<file path="src/rtl/ifetch.sv">
// Instruction fetch unit: holds the PC, captures memory words with their PC
// into a small FIFO, and hands entries to decode over valid/ready.
// Optional performance counters are enabled by defining IFETCH_PERF_CNT_EN.
module ifetch #(
   parameter logic [31:0] RESET_PC   = 32'h0000_0000,
   parameter int unsigned FIFO_DEPTH = 2
) (
   input  logic        ip_clk,
   input  logic        ip_reset,
   input  logic        ip_fetch_en,
   output logic [31:0] op_inst_addr,
   input  logic        ip_inst_valid,
   input  logic [31:0] ip_inst_from_imem,
   input  logic        ip_redirect_valid,
   input  logic [31:0] ip_redirect_pc,
   output logic        op_dec_valid,
   output logic [31:0] op_dec_inst,
   output logic [31:0] op_dec_pc,
`ifdef IFETCH_PERF_CNT_EN
   output logic [31:0] op_fetch_count,
   output logic [31:0] op_stall_count,
`endif
   input  logic        ip_dec_ready
);

   localparam int unsigned PW = $clog2(FIFO_DEPTH);
   localparam logic [PW:0] DEPTH_C = (PW+1)'(FIFO_DEPTH);

   logic [31:0]   pc_q, pc_d;
   logic [PW:0]   count_q, count_d;
   logic [PW-1:0] wr_ptr_q, wr_ptr_d;
   logic [PW-1:0] rd_ptr_q, rd_ptr_d;
   logic [31:0]   buf_pc_q   [FIFO_DEPTH];
   logic [31:0]   buf_pc_d   [FIFO_DEPTH];
   logic [31:0]   buf_inst_q [FIFO_DEPTH];
   logic [31:0]   buf_inst_d [FIFO_DEPTH];
   logic          push;
   logic          pop;
   logic          unused_redirect_lsb;

   assign unused_redirect_lsb = ^ip_redirect_pc[1:0];

   assign op_inst_addr = pc_q;
   assign op_dec_valid = (count_q != '0);
   assign op_dec_inst  = buf_inst_q[rd_ptr_q];
   assign op_dec_pc    = buf_pc_q[rd_ptr_q];

   // Fetch/flush control: redirect wins over push; pop never frees space for
   // the same cycle's push because push looks at the registered count.
   always_comb begin
      push       = ip_fetch_en & ip_inst_valid & (count_q < DEPTH_C) & ~ip_redirect_valid;
      pop        = op_dec_valid & ip_dec_ready;
      pc_d       = pc_q;
      count_d    = count_q;
      wr_ptr_d   = wr_ptr_q;
      rd_ptr_d   = rd_ptr_q;
      buf_pc_d   = buf_pc_q;
      buf_inst_d = buf_inst_q;
      if (ip_redirect_valid) begin
         pc_d     = {ip_redirect_pc[31:2], 2'b00};
         count_d  = '0;
         wr_ptr_d = '0;
         rd_ptr_d = '0;
      end else begin
         if (push) begin
            buf_pc_d[wr_ptr_q]   = pc_q;
            buf_inst_d[wr_ptr_q] = ip_inst_from_imem;
            wr_ptr_d             = wr_ptr_q + 1'b1;
            pc_d                 = pc_q + 32'd4;
         end
         if (pop) begin
            rd_ptr_d = rd_ptr_q + 1'b1;
         end
         count_d = count_q + {{PW{1'b0}}, push} - {{PW{1'b0}}, pop};
      end
   end

   // Control state registers with synchronous reset.
   always_ff @(posedge ip_clk) begin
      if (ip_reset) begin
         pc_q     <= RESET_PC;
         count_q  <= '0;
         wr_ptr_q <= '0;
         rd_ptr_q <= '0;
      end else begin
         pc_q     <= pc_d;
         count_q  <= count_d;
         wr_ptr_q <= wr_ptr_d;
         rd_ptr_q <= rd_ptr_d;
      end
   end

   // Buffer storage; contents are don't-care while count is zero, so no reset.
   always_ff @(posedge ip_clk) begin
      buf_pc_q   <= buf_pc_d;
      buf_inst_q <= buf_inst_d;
   end

`ifdef IFETCH_PERF_CNT_EN
   logic [31:0] fetch_cnt_q, fetch_cnt_d;
   logic [31:0] stall_cnt_q, stall_cnt_d;

   assign op_fetch_count = fetch_cnt_q;
   assign op_stall_count = stall_cnt_q;

   // Counter next-state: fetches on push, stalls when fetch wanted but blocked.
   always_comb begin
      fetch_cnt_d = fetch_cnt_q;
      stall_cnt_d = stall_cnt_q;
      if (push) begin
         fetch_cnt_d = fetch_cnt_q + 32'd1;
      end
      if (ip_fetch_en & ~ip_redirect_valid & ~push) begin
         stall_cnt_d = stall_cnt_q + 32'd1;
      end
   end

   // Counter registers.
   always_ff @(posedge ip_clk) begin
      if (ip_reset) begin
         fetch_cnt_q <= '0;
         stall_cnt_q <= '0;
      end else begin
         fetch_cnt_q <= fetch_cnt_d;
         stall_cnt_q <= stall_cnt_d;
      end
   end
`endif

endmodule

</file>
<file path="config.mk">
export PLATFORM = sky130hd
export DESIGN_NAME = ifetch
export DESIGN_NICKNAME = d
export VERILOG_FILES = /design/src/rtl/ifetch.sv
export SDC_FILE = /design/constraint.sdc
export NUM_CORES = 1
export LEC_CHECK = 0
export CORE_ASPECT_RATIO = 1.1
export CORE_MARGIN = 2
export CORE_UTILIZATION = 44
export CTS_CLUSTER_SIZE = 8
export DETAILED_ROUTE_END_ITERATION = 10
export PLACE_DENSITY = 0.87
export SKIP_CTS_REPAIR_TIMING = 1
export SLEW_MARGIN = 0
export SYNTH_ARGS = -nofsm -noshare
export SYNTH_HDL_FRONTEND = slang
export SYNTH_SLANG_ARGS = --single-unit
</file>
<file path="constraint.sdc">
create_clock -name ip_clk -period 4.75 [get_ports ip_clk]
set_input_delay 0.95 -clock ip_clk [delete_from_list [all_inputs] [get_ports ip_clk]]
set_output_delay 0.95 -clock ip_clk [all_outputs]
set_load 0.02 [all_outputs]
</file>
Word-level counts from Yosys, hierarchy flattened. Cells that the tools add are included.

Word-level logic and storage cells: 42. Input bits: 70. Register bits: 164. Output and inout port bits: 97.

Bitwise logic cells: 7. Add/sub/neg operators: 5. Reduce and logical (&&, ||, !) cells: 5. Multiplexer cells: 12. Magnitude comparators: 4.

Operator list (number): $mux 32 (9); $bwmux 64 (2); $add 32x3->32 const B (1); $demux 32 s1 (1); $and 1x1->1 (4); $ge 2x2->1 const B (2); $not 1->2 (2); $reduce_bool 2->1 (2); $add 1x1->1 const B (2); $add 2x1->2 (1); $lt 2x1->1 const B (1); $lt 2x2->1 const B (1); $reduce_and 2->1 (1); $reduce_or 2->1 (1); $sub 2x1->2 (1); $logic_and 1x1->1 (1); $not 1->1 (1).

Logic depth before layout (Yosys ltp). Gate-level depths: netlist of run 1.

Word-level depth: 6. Depth in mapped cells: 10.

Least setup slack after synthesis of run 1. OpenSTA, ideal clock, no wires.

Kind: input-to-reg. Start point: input ip_redirect_valid. End point: register buf_inst_q[32] in the netlist's numbering (enable). Path slack: 0.003 ns. Library setup time: 0.482 ns. Data arrival time: 4.265 ns. Stages: 5. Path through: inv_1 clkbuf_1 buf_1 nand2_1 nor2_1.

Longest elaborated chain between the ends: 3.

RTL lines: start, declared (line 14) `input logic ip_redirect_valid,`; $not 1->1 (no source line) *; $and 1x1->1 (line 51) `push = ip_fetch_en & ip_inst_valid & (count_q < DEPTH_C) & ~ip_redirect_valid;`; $reduce_and 2->1 (no source line) *; end signal, assigned (line 96) `buf_inst_q <= buf_inst_d;`; end, declared (line 35) `logic [31:0] buf_inst_q [FIFO_DEPTH];`.

Every way passes the cells marked *; elsewhere a longest branch is shown, timed or not. A chain may end at the register's enable or synchronous reset.

Worst setup path after layout of run 1.
Start point: register rd_ptr_q. End point: output op_dec_pc[25].

Longest elaborated chain between the ends: 4.

RTL lines: start, declared (line 32) `logic [PW-1:0] rd_ptr_q, rd_ptr_d;`; start signal, assigned (line 89) `rd_ptr_q <= rd_ptr_d;`; $not 1->2 (implied by the code) (line 46) `assign op_dec_pc = buf_pc_q[rd_ptr_q];`; $mux 32 (implied by the code) (3 in series) (line 46); end, declared (line 18) `output logic [31:0] op_dec_pc,`.

No other way between the ends. The select of a mux whose other input is x is not followed.

==> metrics.txt, run 1 <==
status complete, no violations; HPWL after DPL 9.93 mm; EDFF count, synth 124; Seq/Total Area, Yosys 0.679; routed wire length per instance 17.9 µm; Storage cell area 4410 µm²; nets@finish 673; Max-Cap Viols 0; GRT overflow 0; global-route wire length before repair 22.4 mm; met2 Use GR 0.325; Root Driver clkbuf_16; Synth Flop Type edfxtp_1; met3 Use GR 0.0590; commonest non-fill, non-tap cell in the layout clkdlybuf4s50_1; Setup crit end kind output pin; Worst-Margin Slew 0.936 ns; # H-tree levels 4; Setup-failing EPs final 0; Final Hold Fails 0; Antenna Nets Post-Route 0; asr flop ratio synth 0; Static Leak 0.00292 µW; vias in the first global route 4364; Cell Count, Final, Fillers Out 803; clock buffer depth 2; fin. max-slew vios 0; Synth top area share 0.574; DRT Wirelength 14.3 mm; setup slack after layout 1.41 ns; Area growth syn-to-layout 35.7%; Inst Count DP 773; DRT iter0 DRCs 284; CTS Sinks 158; total track usage 0.184; post-layout util 0.610; met1 Usage GRT 0.210; PwrDens 344 nW/µm²; area of the multi-input gates 1930 µm²; Clock Latency Late Sink 0.42 ns; Fin Setup TNS 0 ns; routability congestion estimate 0.803; TritonCTS buffer count 17; Initial Util 0.449; Worst Setup Path Type reg -> out; final critical-path required period 3.34 ns; row cnt 46; vias per cell 5.43; Post-Syn Area 6490 µm²; leading post-synthesis cells by cell area edfxtp_1, mux2_2, dfxtp_1, a311oi_1, nor2_1; I/O Pins 167; die height 131 µm; largest net degree at the start of global routing 47; initial antenna violation count 2; biggest area consumer among synthesized cells edfxtp_1; CP Max Fanout 25; CTS clk-pin slew, worst paths 0.06 ns; Worst Skew 0.00675 ns; total number of vias 4358; Synthesis Warnings 0; worst path required time 3.80 ns; synth unique cells 46; fmax 0.299 GHz; RSZ-0062 raised after global routing no; # DRC 0; CTS tree yes; worst path arrival time 2.39 ns; Hold WC Path Type reg -> reg; Tot Pwr 3030 µW; DIE WIDTH 120 µm; FF+latch count, synth 158; post-route clock period utilization 0.703; relative slew slack 0.371; commonest cells after routing, fill and taps aside clkdlybuf4s50_1, edfxtp_1, mux2_2; Avg Synthesized Cell Area 14.7 µm²; Fillers 1092; cell count after synthesis 440; die area 15700 µm²; gr busiest metal met2; layout cells sized above 1 0.167; Detailed Routing Iterations Pass 1 4; Peak VDD IR 217 µV; crit start category flop; DP Worst Slack 1.21 ns; Core Area 14400 µm²; number of port buffers 160
final cells by class:
cell class                 count  share of cell area
clock buffer                  18              0.0487
clock inverter                11             0.00895
tap                          192              0.0273
timing repair buffer         167               0.191
inverter                      10             0.00426
antenna                        1            0.000284
sequential                   158               0.500
multi-input combinational    246               0.220
per-layer routing:
metal,vias to the layer above,share of wire
met1,2139,0.39
met4,2,0.0093
met3,14,0.072
met5,-,0.00084
met2,173,0.52
li1,2030,-
through the flow:
step           instance area [µm²]  hold slack [ns]
6_report                      8810            0.545
4_1_cts                       8800            0.534
3_3_place_gp                  8300            0.522
5_1_grt                       8800            0.546
2_1_floorplan                 6500            0.528
3_5_place_dp                  8300            0.526
flip-flops by register name, indices dropped and copies added, names as in the netlist:
name	cells
buf_inst_q	64
buf_pc_q	60
count_q	2
op_inst_addr	30
rd_ptr_q	1
wr_ptr_q	1
path summary, 6_finish.rpt:
| path | slack (ns) | end | cells past startpoint | startpoint |
|---|---|---|---|---|
| worst max-delay path | 1.41 | op_dec_pc[25] | 3 | rd_ptr_q$_SDFFE_PP0P_ |
| worst min-delay path | 0.54 | buf_pc_q[61]$_DFFE_PP_ | 0 | op_inst_addr[29]$_SDFFE_PP0P_ |
| worst max register to register | 2.30 | op_inst_addr[26]$_SDFFE_PP0P_ | 5 | op_inst_addr[2]$_SDFFE_PP0P_ |
| worst min register to register | 0.54 | buf_pc_q[61]$_DFFE_PP_ | 0 | op_inst_addr[29]$_SDFFE_PP0P_ |
power by group:
group	switching (µW)	internal, µW
Clock	482	698
Combinational	127	145
Sequential	42.8	1530
Total	652	2380
worst max-delay path: stages (launching register included):
cell and delay [ns]:
dfxtp_2 0.61, buf_4 0.41, mux2_2 0.38, clkdlybuf4s50_1 0.56
cell usage after synthesis (all sizes together), types with 7 or more instances:
master   count
xnor2        9
inv         10
buf          9
nand4        7
or4          8
nand2       10
and4         7
clkbuf      20
a2111oi      7
edfxtp     124
o21ai        7
a211oi       9
and3         8
dfxtp       34
nor2        28
a311oi      17
nand3       11
mux2        62
cells by family after synthesis:
logic type	after synthesis	share of synthesized area
flip-flops	158	0.679
AND/OR/NAND/NOR	113	0.103
multiplexers	62	0.108
other	1	0.000578
XOR/XNOR	13	0.0176
adder cells (fa/ha/maj)	3	0.00579
AO/OA/AOI/OAI	51	0.0604
buffers and inverters	39	0.0262
Power figures use the tool's default switching activity.
==> inputs of run 2 (changes only) <==
--- a/config.mk
+++ b/config.mk
@@ -7,10 +7,10 @@
 export LEC_CHECK = 0
 export CORE_ASPECT_RATIO = 1.1
 export CORE_MARGIN = 2
-export CORE_UTILIZATION = 44
+export CORE_UTILIZATION = 49
 export CTS_CLUSTER_SIZE = 8
 export DETAILED_ROUTE_END_ITERATION = 10
-export PLACE_DENSITY = 0.87
+export PLACE_DENSITY = 0.91
 export SKIP_CTS_REPAIR_TIMING = 1
 export SLEW_MARGIN = 0
 export SYNTH_ARGS = -nofsm -noshare
==> constraint.sdc (replaced) <==
create_clock -name ip_clk -period 3.2 [get_ports ip_clk]
set_input_delay 0.64 -clock ip_clk [delete_from_list [all_inputs] [get_ports ip_clk]]
set_output_delay 0.64 -clock ip_clk [all_outputs]
set_load 0.02 [all_outputs]
==> run 2 against run 1 <==
Against the previous run:
- via count is 1.6% higher
- combinational power is 50% higher
- sequential power is 48% higher
- first-iteration DRC count is 18% higher
- clock power is 64% higher
- design area is 0.64% higher
- critical path depth stayed put
- setup slack worse by 0.94 ns
- global-route usage is 2.5 points higher
- clock skew is 0.0027 ns higher
- clock-buffer cell count stayed put
==> metrics.txt, run 2 (synthesized netlist as in run 1, its figures left out) <==
clock buffer depth 2 (unchanged); Clock Latency Late Sink 0.42 ns (about the same); met2 Use GR 0.358 (was 0.325); Root Driver clkbuf_16 (unchanged); PwrDens 528 nW/µm² (was 344 nW/µm²); Antenna Nets Post-Route 0 (unchanged); Buf/Inv on CP 2 (unchanged); worst path required time 2.56 ns (was 3.80 ns); commonest non-fill, non-tap cell in the layout clkdlybuf4s50_1 (unchanged); Worst-Margin Slew 0.896 ns (was 0.936 ns); CTS Sinks 158 (unchanged); worst path arrival time 2.09 ns (was 2.39 ns); I/O Pins 167 (unchanged); crit start category flop (unchanged); WP depth 3 (unchanged); routed wire length per instance 18.8 µm (was 17.9 µm); relative slew slack 0.401 (was 0.371); fin. max-slew vios 0 (unchanged); total track usage 0.209 (was 0.184); vias per cell 5.68 (was 5.43); Detailed Routing Iterations Pass 1 5 (was 4); HPWL after DPL 10.2 mm (was 9.93 mm); slowest stage delay, CP 0.56 ns (was 0.61 ns); Cell Count, Final, Fillers Out 780 (was 803); Setup-failing EPs final 0 (unchanged); CTS clk-pin slew, worst paths 0.06 ns (about the same); Largest register FFs 64 (unchanged); RSZ-0062 raised after global routing no (unchanged); Tot Pwr 4680 µW (was 3030 µW); Area growth syn-to-layout 36.6% (was 35.7%); status complete, no violations (unchanged); total number of vias 4429 (was 4358); cell family with most CP delay buffers and inverters (unchanged); Max-Cap Viols 0 (unchanged); Initial Util 0.497 (was 0.449); row cnt 44 (was 46); Fin Setup TNS 0 ns (unchanged); Inst Count DP 748 (was 773); CTS tree yes (unchanged); worst hold stages 0 (unchanged); Peak VDD IR 343 µV (was 217 µV); gr busiest metal met2 (unchanged); Static Leak 0.00297 µW (was 0.00292 µW); post-route clock period utilization 0.853; setup slack after layout 0.471 ns (was 1.41 ns); worst path cell trace buf_4 -> mux2_2 -> clkdlybuf4s50_1 (unchanged); r2r worst-path depth 4 (was 5); met3 Use GR 0.0516 (was 0.0590); # H-tree levels 4 (unchanged); DIE WIDTH 114 µm (was 120 µm); fmax 0.366 GHz; antenna diode count 0 (was 1); Final Hold Fails 0 (unchanged); DP Worst Slack 0.278 ns (was 1.21 ns); Worst Skew 0.00943 ns (was 0.00675 ns); Hold WC Path Type reg -> reg (unchanged); Largest Register buf_inst_q (unchanged); CP Max Fanout 34 (was 25); nets@finish 679 (was 673); DRT Wirelength 14.6 mm (was 14.3 mm); Setup crit end kind output pin (unchanged); Worst path slowest cell clkdlybuf4s50_1 (was dfxtp_2); Worst Setup Path Type reg -> out (unchanged); TritonCTS buffer count 17 (unchanged); DRT iter0 DRCs 335 (was 284); met1 Usage GRT 0.246 (was 0.210); number of port buffers 160 (unchanged); routability congestion estimate 0.832 (was 0.803); Fillers 942 (was 1092); die area 14200 µm² (was 15700 µm²); commonest cells after routing, fill and taps aside clkdlybuf4s50_1, edfxtp_1, mux2_2 (unchanged); vias in the first global route 4498 (was 4364); largest net degree at the start of global routing 43 (was 47); initial antenna violation count 0 (was 2); die height 125 µm (was 131 µm); layout cells sized above 1 0.179 (was 0.167); Fin Hold WS 0.548 ns (was 0.545 ns); GRT overflow 0 (unchanged); # DRC 0 (unchanged); Core Area 13000 µm² (was 14400 µm²); final critical-path required period 2.73 ns; global-route wire length before repair 22.8 mm (was 22.4 mm)
[run 2: cell types whose count changed in the layout (fill, tap and decap cells not counted)]
cell        before  now
clkinv_4         0    4
clkinvlp_4       1    2
buf_12           2    1
inv_6            0    2
diode_2          1    0
clkinv_2         6    1
bufinv_16        1    2
buf_4            5   12
[run 2: final timing paths]
path	start	end	slack [ns]
hold reg to reg	op_inst_addr[30]$_SDFFE_PP0P_	buf_pc_q[30]$_DFFE_PP_	0.55
setup reg to reg	op_inst_addr[4]$_SDFFE_PP0P_	op_inst_addr[31]$_SDFFE_PP0P_	0.90
hold / removal	op_inst_addr[30]$_SDFFE_PP0P_	buf_pc_q[30]$_DFFE_PP_	0.55
setup / recovery	rd_ptr_q$_SDFFE_PP0P_	op_dec_pc[15]	0.47
[run 2: where the power goes]
group	internal (µW)	switching, µW
logic	217	190
registers	2280	63.4
clock network	1150	789
total	3640	1040
[run 2: routing by layer]
metal / up-vias / part of all wire
li1: 2051 / -
met1: 2141 / 0.39
met4: 0 / 0.030
met2: 199 / 0.51
met3: 38 / 0.073
met5: - / 0
[run 2: final cells by class]
type,instances,area [µm²],share of cell area
sequential,158,4410,0.497
multi-input combinational,246,1930,0.218
timing repair buffer,173,1710,0.193
tap,161,201,0.0227
clock buffer,18,429,0.0484
clock inverter,14,144,0.0162
inverter,10,37.5,0.00424
[run 2: through the flow]
step                area [µm²]   util
floorplan                 6510      -
global placement          8290  0.635
detailed placement        8290  0.635
CTS                       8860  0.679
global route              8860  0.679
finish                    8860  0.679
==> inputs of run 3 (changes only) <==
--- a/config.mk
+++ b/config.mk
@@ -5,6 +5,7 @@
 export SDC_FILE = /design/constraint.sdc
 export NUM_CORES = 1
 export LEC_CHECK = 0
+export CAP_MARGIN = 15
 export CORE_ASPECT_RATIO = 1.1
 export CORE_MARGIN = 2
 export CORE_UTILIZATION = 49
==> results of run 3 <==
Same layout as run 2: the final DEF is identical, and so are final timing and power.
